[config.mk]
export PLATFORM = sky130hd
export DESIGN_NAME = io_input_ctrl
export DESIGN_NICKNAME = d
export VERILOG_FILES = /design/src/rtl/io_input_ctrl.sv
export SDC_FILE = /design/constraint.sdc
export NUM_CORES = 1
export LEC_CHECK = 0
export BUFFER_PORTS_ARGS = -buffer_cell sky130_fd_sc_hd__buf_4
export CORE_MARGIN = 2
export CORE_UTILIZATION = 57
export DETAILED_ROUTE_END_ITERATION = 6
export HOLD_SLACK_MARGIN = 0.02
export PLACE_DENSITY_LB_ADDON = 0.2
export REMOVE_ABC_BUFFERS = 1
export SLEW_MARGIN = 20
export SYNTH_ARGS = -nofsm -noshare
export SYNTH_HDL_FRONTEND = slang
export SYNTH_SLANG_ARGS = --single-unit
[constraint.sdc]
create_clock -name io_clk -period 5.3 [get_ports io_clk]
set_input_delay 0.265 -clock io_clk [delete_from_list [all_inputs] [get_ports io_clk]]
set_output_delay 0.265 -clock io_clk [all_outputs]
set_load 0.02 [all_outputs]
[src/rtl/io_input_ctrl.sv]
// Debounced memory-mapped input port: synchronises in_port, commits values held
// stable for DEBOUNCE_CYCLES samples, tracks changed nibbles and raises irq.
module io_input_ctrl #(
  parameter int unsigned DEBOUNCE_CYCLES = 4,
  parameter int unsigned CNT_W           = 16
) (
  input  logic        io_clk,
  input  logic        reset,
  input  logic [7:0]  in_port,
  input  logic [31:0] addr,
  input  logic        rd_en,
  output logic [31:0] io_read_data,
  output logic        irq
);

  typedef enum logic {
    ST_IDLE,
    ST_SETTLE
  } state_e;

  localparam logic [CNT_W-1:0] CNT_LAST = CNT_W'(DEBOUNCE_CYCLES - 1);
  localparam logic [5:0]       SEL_LO   = 6'b110000;
  localparam logic [5:0]       SEL_HI   = 6'b110001;
  localparam logic [5:0]       SEL_CHG  = 6'b110010;
  localparam logic [5:0]       SEL_EVT  = 6'b110011;

  state_e           state_q, state_d;
  logic [7:0]       s1_q, s2_q;
  logic [7:0]       stable_q, stable_d;
  logic [7:0]       cand_q, cand_d;
  logic [CNT_W-1:0] cnt_q, cnt_d;
  logic [1:0]       chg_q, chg_d;
  logic [7:0]       evt_q, evt_d;

  logic [5:0]       sel;
  logic             commit;
  logic [1:0]       new_bits;
  logic             chg_clr;
  logic             unused_addr;

  assign sel         = addr[7:2];
  assign unused_addr = ^{addr[31:8], addr[1:0]};
  assign chg_clr     = rd_en && (sel == SEL_CHG);

  // Two-flop synchroniser; only s2_q is ever looked at by the settle logic.
  // NOTE: sequential state uses non-blocking assignments so every flop samples
  // pre-edge values regardless of statement order.
  always_ff @(posedge io_clk or posedge reset) begin
    if (reset) begin
      s1_q <= 8'h00;
      s2_q <= 8'h00;
    end else begin
      s1_q <= in_port;
      s2_q <= s1_q;
    end
  end

  // NOTE: every signal driven here gets a default first, so no path can
  // leave one unassigned and infer a latch.
  always_comb begin
    state_d  = state_q;
    stable_d = stable_q;
    cand_d   = cand_q;
    cnt_d    = cnt_q;
    evt_d    = evt_q;
    commit   = 1'b0;
    new_bits = 2'b00;

    unique case (state_q)
      ST_IDLE: begin
        if (s2_q != stable_q) begin
          cand_d  = s2_q;
          cnt_d   = '0;
          state_d = ST_SETTLE;
        end
      end
      ST_SETTLE: begin
        if (s2_q == stable_q) begin
          state_d = ST_IDLE;
        end else if (s2_q != cand_q) begin
          cand_d = s2_q;
          cnt_d  = '0;
        end else if (cnt_q == CNT_LAST) begin
          commit   = 1'b1;
          new_bits = {|(cand_q[7:4] ^ stable_q[7:4]), |(cand_q[3:0] ^ stable_q[3:0])};
          stable_d = cand_q;
          evt_d    = evt_q + 8'd1;
          state_d  = ST_IDLE;
        end else begin
          cnt_d = cnt_q + CNT_W'(1);
        end
      end
      default: state_d = ST_IDLE;
    endcase

    // A read-clear drops old flags, but bits set by a same-cycle commit survive.
    chg_d = chg_clr ? new_bits : (chg_q | new_bits);
  end

  always_ff @(posedge io_clk or posedge reset) begin
    if (reset) begin
      state_q  <= ST_IDLE;
      stable_q <= 8'h00;
      cand_q   <= 8'h00;
      cnt_q    <= '0;
      chg_q    <= 2'b00;
      evt_q    <= 8'h00;
    end else begin
      state_q  <= state_d;
      stable_q <= stable_d;
      cand_q   <= cand_d;
      cnt_q    <= cnt_d;
      chg_q    <= chg_d;
      evt_q    <= evt_d;
    end
  end

  assign irq = |chg_q;

  always_comb begin
    io_read_data = 32'h0;
    unique case (sel)
      SEL_LO:  io_read_data = {28'h0, stable_q[3:0]};
      SEL_HI:  io_read_data = {28'h0, stable_q[7:4]};
      SEL_CHG: io_read_data = {30'h0, chg_q};
      SEL_EVT: io_read_data = {24'h0, evt_q};
      default: io_read_data = 32'h0;
    endcase
  end

endmodule

**Word-level counts from Yosys, hierarchy flattened**

Cells that the tools add are included.

- Add/subtract/negate cells: 2
- Multiply operators: 0
- Divide/modulo/power cells: 0
- Order comparisons: 0
- Eq/ne operators: 12
- Shifts and indexed selects: 0
- Multiplexer cells: 20
- Bitwise operators: 6
- Reductions and logical operators: 7

Operators by type and width:

| cell | number |
|---|---|
| $mux 16 | 4 |
| $pmux 16 s2 | 1 |
| $pmux 8 s4 | 1 |
| $eq 6x6->1 const B | 4 |
| $mux 8 | 3 |
| $add 16x1->16 const B | 1 |
| $eq 16x2->1 const B | 1 |
| $ne 8x8->1 | 2 |
| $pmux 8 s2 | 1 |
| $mux 2 | 5 |
| $add 8x1->8 const B | 1 |
| $eq 8x8->1 | 1 |
| $reduce_or 4->1 | 2 |
| $xor 4x4->4 | 2 |
| $reduce_and 3->1 | 2 |
| $mux 1 | 4 |
| $ne 2x2->1 const B | 2 |
| $reduce_and 4->1 | 1 |
| $ne 3x3->1 const B | 1 |
| $not 1->1 | 3 |
| $ne 2x1->1 const B | 1 |
| $or 2x2->2 | 1 |
| $pmux 1 s2 | 1 |
| $reduce_or 2->1 | 1 |
| $logic_and 1x1->1 | 1 |

- Bits in registers: 59
- Latch bits: 0
- Memory bits (writable): 0
- Bits in read-only memories: 0
- Output and inout bits: 33
- Memories: 0

**Logic depth before layout (Yosys ltp)**

Gate-level depths: netlist (run 1).

- Word-level depth: 8
- Gate-level depth with buffers: 8
- Mapped depth without buffers: 6

**Worst setup path after synthesis (run 1)**

OpenSTA, ideal clock, no wires.

- Kind: reg2reg
- Start point: register cnt_q[0]
- End point: register stable_q[0]
- Setup time: 125 ps
- Arrival time: 1,941 ps
- Required time: 5,175 ps
- Setup slack: 3,234 ps
- Cell stages (with the launch flop): 7
- Clock period less this slack: 2,066 ps
- Path through: dfrtp_1 > ha_1 > nor4b_1 > nand4_1 > nor3_2 > buf_4 > mux2_2

- Longest elaborated chain between the ends: 2

Ends and longest elaborated chain:

| item | RTL line | RTL |
|---|---|---|
| start, declared | 31 | `logic [CNT_W-1:0] cnt_q, cnt_d;` |
| start signal, assigned | 112 | `cnt_q <= cnt_d;` |
| $eq 16x2->1 | 83 | `end else if (cnt_q == CNT_LAST) begin` |
| $reduce_and 4->1 (no line) | -- |  |
| end signal, assigned | 110 | `stable_q <= stable_d;` |
| end, declared | 29 | `logic [7:0] stable_q, stable_d;` |

No other way between the ends.
A chain may end at the register's enable or synchronous reset.

**Final worst setup path (run 1)**

- Start point: register cnt_q[0]
- End point: register stable_q[6]

The elaborated chain is that of the path after synthesis.

==> results.toml, run 1 <==
[synth]
ys.flop_type = "dfrtp_1"
async_reset_ff_frac = 1.00
synthCells = 285
synth_warnings = 0
netlist_area_mm2 = 0.00305
syn_avg_cell_area_um2 = 10.7
yosys.area.top_type_share = 0.484
ys_ff_latch = 59
yosys.area.top_type = "dfrtp_1"
ys_types = 43
synth_area_leaders = "dfrtp_1 (48%), buf_4 (6.6%), mux2_2 (6.3%), xnor2_1 (6.0%), xor2_1 (2.9%)"
synth-seq-area-share = 0.484
synth_edf_count = 0

[cts]
h-tree-depth = 3
clock_latency_ns = 0.34
post-cts-setup-buffers = 0
clock-sinks = 59
cts.clk_slew.worst_paths_ns = 0.07
cts_tree = "built"
clockBufferDepth = 2
cts_resized = 0
clockRootBuffer = "clkbuf_8"
cts_hold_buf = 4
cts_inserted_buffers = 9

[finish]
insertedDiodeCount = 0
syn_to_final_growth_pct = 14.0
final_layout_size_suffix_gt1_frac = 0.212
final_nets = 366

[global_route]
grt_pass1_vias = 1973
grt_pass1_wl_um = 9530
grt_overflow = 0
gr-max-usage-layer = "met2"
gr-usage-met1 = 0.293
use_met3 = 0.0576
gr-usage-all-layers = 0.204
grt_util_met2 = 0.297
antenna_found_initial = 0
grt_max_degree = 60

[floorplan]
core_area_mm2 = 0.00514
die_area_mm2 = 0.00595
rows = 26
die_h_um = 77.1
num_io_pins = 76
die_x_um = 77.1
start_util = 0.593

[worst_setup_path]
path_delay_family = "simple AND/OR/NAND/NOR gates"
start_kind = "flop"
crit_path_top_delay_cell = "nor3_2"
path_class = "flop to flop"
endpoint_kind = "flop"
timing.rr.start = "cnt_q[0]"
worst-path-max-fanout = 12
crit_required_ns = 5.52
crit_arrival_ns = 2.96
path_cells = "ha_1 -> nor4b_1 -> nand4_1 -> nor3_2 -> mux2_2"
startpoint = "cnt_q[0]"
slowest_delay_ns = 0.85
timing.critical_path.buf_inv = 0

[sta]
fmax_ghz = 0.365
slew_headroom = 0.276
setup_viol_count_final = 0
hold_violations = 0
rsz0062_at_grt = "false"
fin_setup_tns_ns = 0
setup_slack_ns = 2.56
worst_pin_slew_ns = 1.08
fin_worst_skew_ns = 0.00964
min_period_ns = 2.74
period_share = 0.517
final_max_slew_viol_count = 0

[route]
vias = 2161
drtAntennaViolNets = 0
drt-pass1-iter-count = 7
drt-total-wl_um = 5570
wire_per_inst_um = 14.1
viasPerCell = 5.46
drt_iter0_markers = 151
drc = 0

[power]
intPower_uw = 709
total_switching_power_uw = 248
vdd_drop_max_uv = 302
sw_frac_of_total = 0.259
clkPwrFrac = 0.444
cellLeakagePower_uw = 0.00155
comb_power_share = 0.066
power_frac_seq = 0.490
power_density_mw_per_mm2 = 276

[job]
drv_cap = 0

[placement]
gp_congestion = 0.865
place_hpwl_um = 3730
place_ws_ns = 2.61
portBuffers = 25

[hold_path]
min_path_type = "input port to async pin"

[outcome]
status = "finished, final reports clean"
-- flip-flops by register name (all words and copies together), names as in the netlist --
name and count:
s1_q 8, chg_q 2, evt_q 8, cand_q 8
cnt_q 16, stable_q 8, s2_q 8, state_q 1
-- power by group through the flow --
stage | Sequential [uW] | Clock [uW] | Combinational [uW]
2_1_floorplan | 475 | 0 | 42.0
3_3_place_gp | 477 | 0 | 57.4
3_5_place_dp | 478 | 0 | 58.7
4_1_cts | 469 | 436 | 61.2
5_1_grt | 470 | 458 | 69.3
6_report | 469 | 426 | 62.9
-- placed cells by master (no fill, tap or decap), drive strengths merged, types with 12 or more instances in the layout --
master | synthesis | final
buf | 29 | 26
inv | 13 | 17
nor2 | 19 | 19
conb | 1 | 24
mux2 | 18 | 18
dfrtp | 59 | 59
xnor2 | 21 | 21
nand2 | 14 | 14
nand3 | 15 | 15
nor4 | 12 | 12
-- per-layer routing --
metal | up-vias | wire length [um]
li1 | 1032 | -
met1 | 1056 | 2740
met2 | 68 | 2510
met3 | 5 | 263
met4 | 0 | 49
met5 | - | 0
-- cells by family after synthesis --
group                    share of synthesized area
AO/OA/AOI/OAI                               0.0702
XOR/XNOR                                    0.0890
adder cells (fa/ha/maj)                    0.00821
buffers and inverters                       0.0915
flip-flops                                   0.484
multiplexers                                0.0878
other                                      0.00123
AND/OR/NAND/NOR                              0.168
-- worst reg2reg max path: cells and delay by family (launching register included) --
| family | cells | cell delay (ns) |
|---|---|---|
| AND/OR/NAND/NOR | 3 | 1.58 |
| flip-flops | 1 | 0.39 |
| multiplexers | 1 | 0.42 |
| adder cells (fa/ha/maj) | 1 | 0.24 |
-- metrics by stage --
stage / power (uW) / area (um^2) / std cells / hold slack (ns) / utilization
final: 957 / 3470 / 396 / 0.124 / 0.676
after global routing: 997 / 3470 / 396 / 0.192 / 0.676
after CTS: 966 / 3430 / 392 / 0.0207 / 0.668
after detailed placement: 536 / 3190 / 372 / 0.336 / 0.620
after global placement: 534 / 3190 / 372 / 0.332 / 0.620
after floorplan: 517 / 2910 / 276 / 0.296 / -
-- Yosys cell counts (all sizes together), types with 2 or more instances --
cell type and n:
xor2 10, clkbuf 3, a21o 3, dfrtp 59
o21ai 11, and4 2, nor4 12, mux2i 2
inv 13, or3 2, xnor2 21, ha 2
nor2 19, a22oi 2, mux4 2, nor3 6
and3 3, buf 29, nand4 8, a22o 5
a32o 2, or4 5, and2 3, nand2 14
nand3 15, mux2 18, a21oi 7
-- cell type report --
class,instances,area (um^2)
fill,421,1670
sequential,59,1480
multi-input combinational,204,1380
timing repair buffer,34,275
clock buffer,9,124
tap,70,87.6
clock inverter,7,82.6
inverter,13,48.8
-- path summary, 6_finish.rpt --
path	endpoint	slack, ns	cells after the start
setup / recovery	stable_q[6]	2.56	5
min in group io_clk	chg_q[0]	0.32	3
max in group asynchronous	cnt_q[12]	4.69	3
hold / removal	cnt_q[1]	0.12	3
hold reg to reg	s2_q[7]	0.35	0
setup reg to reg	stable_q[6]	2.56	5
No activity file was read; power rests on OpenSTA's default activity.
==> inputs of run 2 (changes only) <==
--- a/config.mk
+++ b/config.mk
@@ -7,7 +7,7 @@
 export LEC_CHECK = 0
 export BUFFER_PORTS_ARGS = -buffer_cell sky130_fd_sc_hd__buf_4
 export CORE_MARGIN = 2
-export CORE_UTILIZATION = 57
+export CORE_UTILIZATION = 53
 export DETAILED_ROUTE_END_ITERATION = 6
 export HOLD_SLACK_MARGIN = 0.02
 export PLACE_DENSITY_LB_ADDON = 0.2
==> constraint.sdc (replaced) <==
create_clock -name io_clk -period 2.81 [get_ports io_clk]
set_input_delay 0.1405 -clock io_clk [delete_from_list [all_inputs] [get_ports io_clk]]
set_output_delay 0.1405 -clock io_clk [all_outputs]
set_load 0.02 [all_outputs]
==> run 2 against run 1 <==
  * Sequential power up 89%
  * Total power up 79%
  * Setup slack worse by 1.9 ns
  * Clock skew down 0.00098 ns
  * Highest routed layer unchanged
==> results.toml, run 2 (same netlist as run 1, synthesis figures left out) <==
[sta]
fin_setup_tns_ns = 0
worst_pin_slew_ns = 0.592
min_period_ns = 2.14
final_max_slew_viol_count = 0
slew_headroom = 0.601
setup_viol_count_final = 0
period_share = 0.761
fmax_ghz = 0.468
fin_worst_skew_ns = 0.00866
hold_violations = 0
rsz0062_at_grt = "false"
setup_slack_ns = 0.672

[finish]
insertedDiodeCount = 0
syn_to_final_growth_pct = 15.0
final_cell_mix = "dfrtp_1 (59), buf_4 (31), conb_1 (24)"
fill_cells = 459
final_common_cell = "dfrtp_1"
largest_reg_flops = 16
fin_util = 0.633
fin_cells = 404
regMostFlops = "cnt_q"
final_nets = 372
final_layout_size_suffix_gt1_frac = 0.223

[worst_setup_path]
crit_arrival_ns = 2.36
endpoint_kind = "flop"
worst-path-max-fanout = 12
crit_required_ns = 3.03
path_class = "flop to flop"
start_kind = "flop"

[global_route]
antenna_found_initial = 0
grt_overflow = 0
gr-usage-all-layers = 0.207
grt_pass1_vias = 2028
grt_pass1_wl_um = 9920
grt_max_degree = 37

[power]
power_density_mw_per_mm2 = 490
cellLeakagePower_uw = 0.00156
vdd_drop_max_uv = 376

[floorplan]
num_io_pins = 76
die_x_um = 79.9
die_area_mm2 = 0.00638
start_util = 0.550
core_area_mm2 = 0.00554
die_h_um = 79.9
rows = 27

[cts]
cts.clk_slew.worst_paths_ns = 0.08
post-cts-setup-buffers = 0
clock-sinks = 59
clock_latency_ns = 0.34
cts_inserted_buffers = 9
cts_tree = "built"
clockRootBuffer = "clkbuf_8"
clockBufferDepth = 2
h-tree-depth = 3

[route]
viasPerCell = 5.31
wire_per_inst_um = 14.2
drc = 0
drtAntennaViolNets = 0
vias = 2144
drt_iter0_markers = 121
drt-total-wl_um = 5740
drt-pass1-iter-count = 4

[placement]
place_ws_ns = 0.695
place_hpwl_um = 4040
dpl.cell_count = 379
portBuffers = 25
gp_congestion = 0.879

[hold_path]
min_path_type = "input port to flop"

[outcome]
status = "finished, final reports clean"

[job]
drv_cap = 0
## run 2: changes by cell type in the layout (fill, tap and decap cells not counted)
cell,delta
inv_6,-3
clkbuf_8,+1
dlygate4sd3_1,+1
clkinvlp_4,+2
bufinv_16,-1
buf_4,+5
clkinv_4,+1
## run 2: final timing paths
| kind | to | slack, ns | startpoint | cells past startpoint |
|---|---|---|---|---|
| min | chg_q[0] | 0.21 | rd_en | 3 |
| min reg2reg | s2_q[4] | 0.35 | s1_q[4] | 0 |
| max in group asynchronous | state_q | 1.56 | reset | 4 |
| max | stable_q[0] | 0.67 | cnt_q[0] | 6 |
| min in group asynchronous | evt_q[0] | 0.41 | reset | 3 |
| max reg2reg | stable_q[0] | 0.67 | cnt_q[0] | 6 |
## run 2: timing repair
item	in CTS	in global routing
endpoints found under the hold margin	31	0
resized for setup	0	0
hold buffers	9	0
## run 2: worst max-delay path, cell delays in order, from the launching register on
cell and delay (ns):
dfrtp_1 0.40, ha_1 0.25, nor4b_1 0.34, nand4_1 0.22
nor3_2 0.23, buf_4 0.23, mux2_2 0.35
## run 2: area by class of cell
| class | count | area, um^2 | area share |
|---|---|---|---|
| sequential | 59 | 1480 | 0.421 |
| multi-input combinational | 204 | 1380 | 0.394 |
| timing repair buffer | 40 | 323 | 0.0921 |
| clock buffer | 10 | 138 | 0.0393 |
| tap | 72 | 90.1 | 0.0257 |
| clock inverter | 6 | 50.0 | 0.0143 |
| inverter | 13 | 48.8 | 0.0139 |
## run 2: per-layer routing
metal  vias up  track usage  part of all wire
met5         -            0                 0
met4         0       0.0661             0.010
met3         7       0.0622             0.045
met2        56        0.308              0.47
met1      1035        0.291              0.48
li1       1046            -                 -
## run 2: power breakdown
part / internal [uW] / leakage [uW] / switching [uW]
logic: 47.8 / 0.000706 / 72.3
clock network: 351 / 0.0000891 / 361
registers: 867 / 0.000764 / 17.9
total: 1270 / 0.00156 / 451
## run 2: through the flow
stage | power (uW) | hold slack [ns] | cell area, um^2
final | 1720 | 0.206 | 3510
after global routing | 1800 | 0.202 | 3510
after CTS | 1740 | 0.182 | 3510
after detailed placement | 1010 | 0.235 | 3230
after global placement | 1010 | 0.231 | 3230
after floorplan | 976 | 0.172 | 2910
==> inputs of run 3 (changes only) <==
--- a/config.mk
+++ b/config.mk
@@ -5,9 +5,10 @@
 export SDC_FILE = /design/constraint.sdc
 export NUM_CORES = 1
 export LEC_CHECK = 0
+export ABC_AREA = 1
 export BUFFER_PORTS_ARGS = -buffer_cell sky130_fd_sc_hd__buf_4
 export CORE_MARGIN = 2
-export CORE_UTILIZATION = 53
+export CORE_UTILIZATION = 54
 export DETAILED_ROUTE_END_ITERATION = 6
 export HOLD_SLACK_MARGIN = 0.02
 export PLACE_DENSITY_LB_ADDON = 0.2
==> constraint.sdc (replaced) <==
create_clock -name io_clk -period 2.1 [get_ports io_clk]
set_input_delay 0.105 -clock io_clk [delete_from_list [all_inputs] [get_ports io_clk]]
set_output_delay 0.105 -clock io_clk [all_outputs]
set_load 0.02 [all_outputs]
==> run 3 against run 2 <==
  * Clock skew up 0.0046 ns
  * Critical path depth grew 6
  * Register-to-register slack worse by 0.44 ns
  * Worst hold slack lost 0.063 ns
  * Clock power is 79% higher
  * Final area is 11% higher
  * Fmax increased by 15%
==> results.toml, run 3 <==
[route]
drt_iter0_markers = 173
drt-pass1-iter-count = 5
vias = 2747
drtAntennaViolNets = 0
drc = 0
viasPerCell = 4.86
drt-total-wl_um = 6660
wire_per_inst_um = 11.8

[finish]
final_layout_size_suffix_gt1_frac = 0.131
final_nets = 530
final_common_cell = "nand2_1"
insertedDiodeCount = 0
multiInputGateArea_mm2 = 0.00148
fill_cells = 512
largest_reg_flops = 16
ff_latch_area_mm2 = 0.00148
syn_to_final_growth_pct = 15.5
regMostFlops = "cnt_q"
final_cell_mix = "nand2_1 (107), inv_1 (71), dfrtp_1 (59)"

[sta]
rsz0062_at_grt = "false"
setup_slack_ns = 0.237
final_max_slew_viol_count = 0
fin_setup_tns_ns = 0
slew_headroom = 0.512
fin_worst_skew_ns = 0.0133
fmax_ghz = 0.537
hold_violations = 0
period_share = 0.887
setup_viol_count_final = 0
worst_pin_slew_ns = 0.732
min_period_ns = 1.86

[floorplan]
die_h_um = 83.0
rows = 28
num_io_pins = 76
die_area_mm2 = 0.00689
start_util = 0.563
core_area_mm2 = 0.00599
die_x_um = 83.0

[cts]
cts_inserted_buffers = 9
clockRootBuffer = "clkbuf_8"
h-tree-depth = 3
clock-sinks = 59
cts.clk_slew.worst_paths_ns = 0.08
clock_latency_ns = 0.33
clockBufferDepth = 2
cts_tree = "built"
post-cts-setup-buffers = 0

[worst_setup_path]
path_class = "flop to flop"
r2r_slack_ns = 0.24
timing.rr.start = "stable_q[1]"
crit_required_ns = 2.32
path_delay_family = "simple AND/OR/NAND/NOR gates"
timing.critical_path.buf_inv = 2
worst-path-max-fanout = 22
crit_top_cell = "nand2_1"
startpoint = "stable_q[1]"
slowest_delay_ns = 0.46
rr_worst_depth = 12
start_kind = "flop"
crit_path_top_delay_cell = "dfrtp_1"
path_depth = 12
rr_endpoint = "cnt_q[5]"
endpoint = "cnt_q[5]"
endpoint_kind = "flop"
crit_arrival_ns = 2.09
path_cells = "inv_1 -> nand2_1 -> nand2_1 -> nand2_1 -> nor2_1 -> nand2_2 -> nand2_4 -> nand2_2 -> nand2_1 -> nand2_1 -> nand2_1 -> inv_1"

[job]
drv_cap = 0

[synth]
synth_edf_count = 0
ys.flop_type = "dfrtp_1"
synth_area_leaders = "dfrtp_1 (44%), nand2_1 (12%), inv_1 (8.0%), buf_4 (5.8%), nor2_1 (4.7%)"
yosys-top-cells-count = "nand2_1 (107), inv_1 (72), dfrtp_1 (59)"
synth_warnings = 0
ys_ff_latch = 59
netlist_area_mm2 = 0.00337
yosysMostFrequentCell = "nand2_1"
ys_types = 29
syn_avg_cell_area_um2 = 7.61
yosys.area.top_type_share = 0.438
synthCells = 443
synth-seq-area-share = 0.438
async_reset_ff_frac = 1.00
yosys.area.top_type = "dfrtp_1"

[power]
vdd_drop_max_uv = 482
power_density_mw_per_mm2 = 684
cellLeakagePower_uw = 0.00194

[placement]
place_hpwl_um = 4800
place_ws_ns = 0.240
portBuffers = 25
gp_congestion = 0.834

[hold_path]
min_from = "rd_en"
min_path_type = "input port to flop"

[global_route]
gr-usage-all-layers = 0.209
antenna_found_initial = 0
grt_pass1_wl_um = 11800
grt_max_degree = 60
grt_overflow = 0
grt_pass1_vias = 2677

[outcome]
status = "finished, final reports clean"
==> run 3: worst min-delay path, stage by stage <==
cell	delay (ns)
buf_4	0.08
inv_1	0.03
nor2_1	0.13
o21ai_0	0.09
==> run 3: cell type report <==
| cell class | instances | area share |
|---|---|---|
| multi-input combinational | 300 | 0.379 |
| timing repair buffer | 39 | 0.0809 |
| clock inverter | 7 | 0.0321 |
| clock buffer | 9 | 0.0318 |
| sequential | 59 | 0.379 |
| inverter | 76 | 0.0732 |
| tap | 75 | 0.0241 |
==> run 3: report_power, final <==
part	internal (uW)	switching (uW)	total, uW	leakage [uW]
registers	1170	24.3	1190	0.000757
clock network	798	468	1270	0.000124
logic	73.6	132	206	0.00106
total	2040	624	2660	0.00194
==> run 3: kinds of logic (layout without fill, tap and decap cells) <==
logic type | Yosys count | in the layout | share of synthesized area
buffers and inverters | 107 | 131 | 0.152
adders and majority gates | 2 | 2 | 0.00742
xor gates and xnor gates | 24 | 24 | 0.0623
DFF | 59 | 59 | 0.438
and+or+nand+nor | 196 | 196 | 0.251
other | 1 | 24 | 0.00111
AOI/OAI and AO/OA | 54 | 54 | 0.0886
==> run 3: repair_timing <==
item / 4_1_cts / 5_1_grt
hold endpoints to repair: 67 / 0
hold buffers: 9 / 0
setup endpoints to repair: 0 / 2
resized for setup: 0 / 1
==> run 3: worst min-delay path by stage <==
| stage | slack, ns | end | depth (start not counted) |
|---|---|---|---|
| 2_1_floorplan | 0.14 | s1_q[0] | 0 |
| 3_3_place_gp | 0.21 | s1_q[2] | 1 |
| 3_5_place_dp | 0.22 | s1_q[2] | 1 |
| 4_1_cts | 0.13 | chg_q[0] | 4 |
| 5_1_grt | 0.17 | chg_q[0] | 4 |
| 6_report | 0.14 | chg_q[0] | 4 |
==> run 3: per-stage QoR <==
step | cell area (um^2) | hold slack (ns) | util | std cells | total power (uW)
after floorplan | 3230 | 0.136 | - | 435 | 1350
after global placement | 3550 | 0.214 | 0.593 | 540 | 1400
after detailed placement | 3550 | 0.215 | 0.593 | 540 | 1410
after CTS | 3890 | 0.127 | 0.650 | 565 | 2700
after global routing | 3900 | 0.174 | 0.650 | 565 | 2770
final | 3900 | 0.143 | 0.650 | 565 | 2660
==> run 3: routing by layer <==
metal | vias up | global-route usage | routed length [um]
li1 | 1412 | - | -
met1 | 1260 | 0.280 | 3120
met2 | 69 | 0.327 | 3150
met3 | 6 | 0.0358 | 296
met4 | 0 | 0.103 | 87
met5 | - | 0 | 0
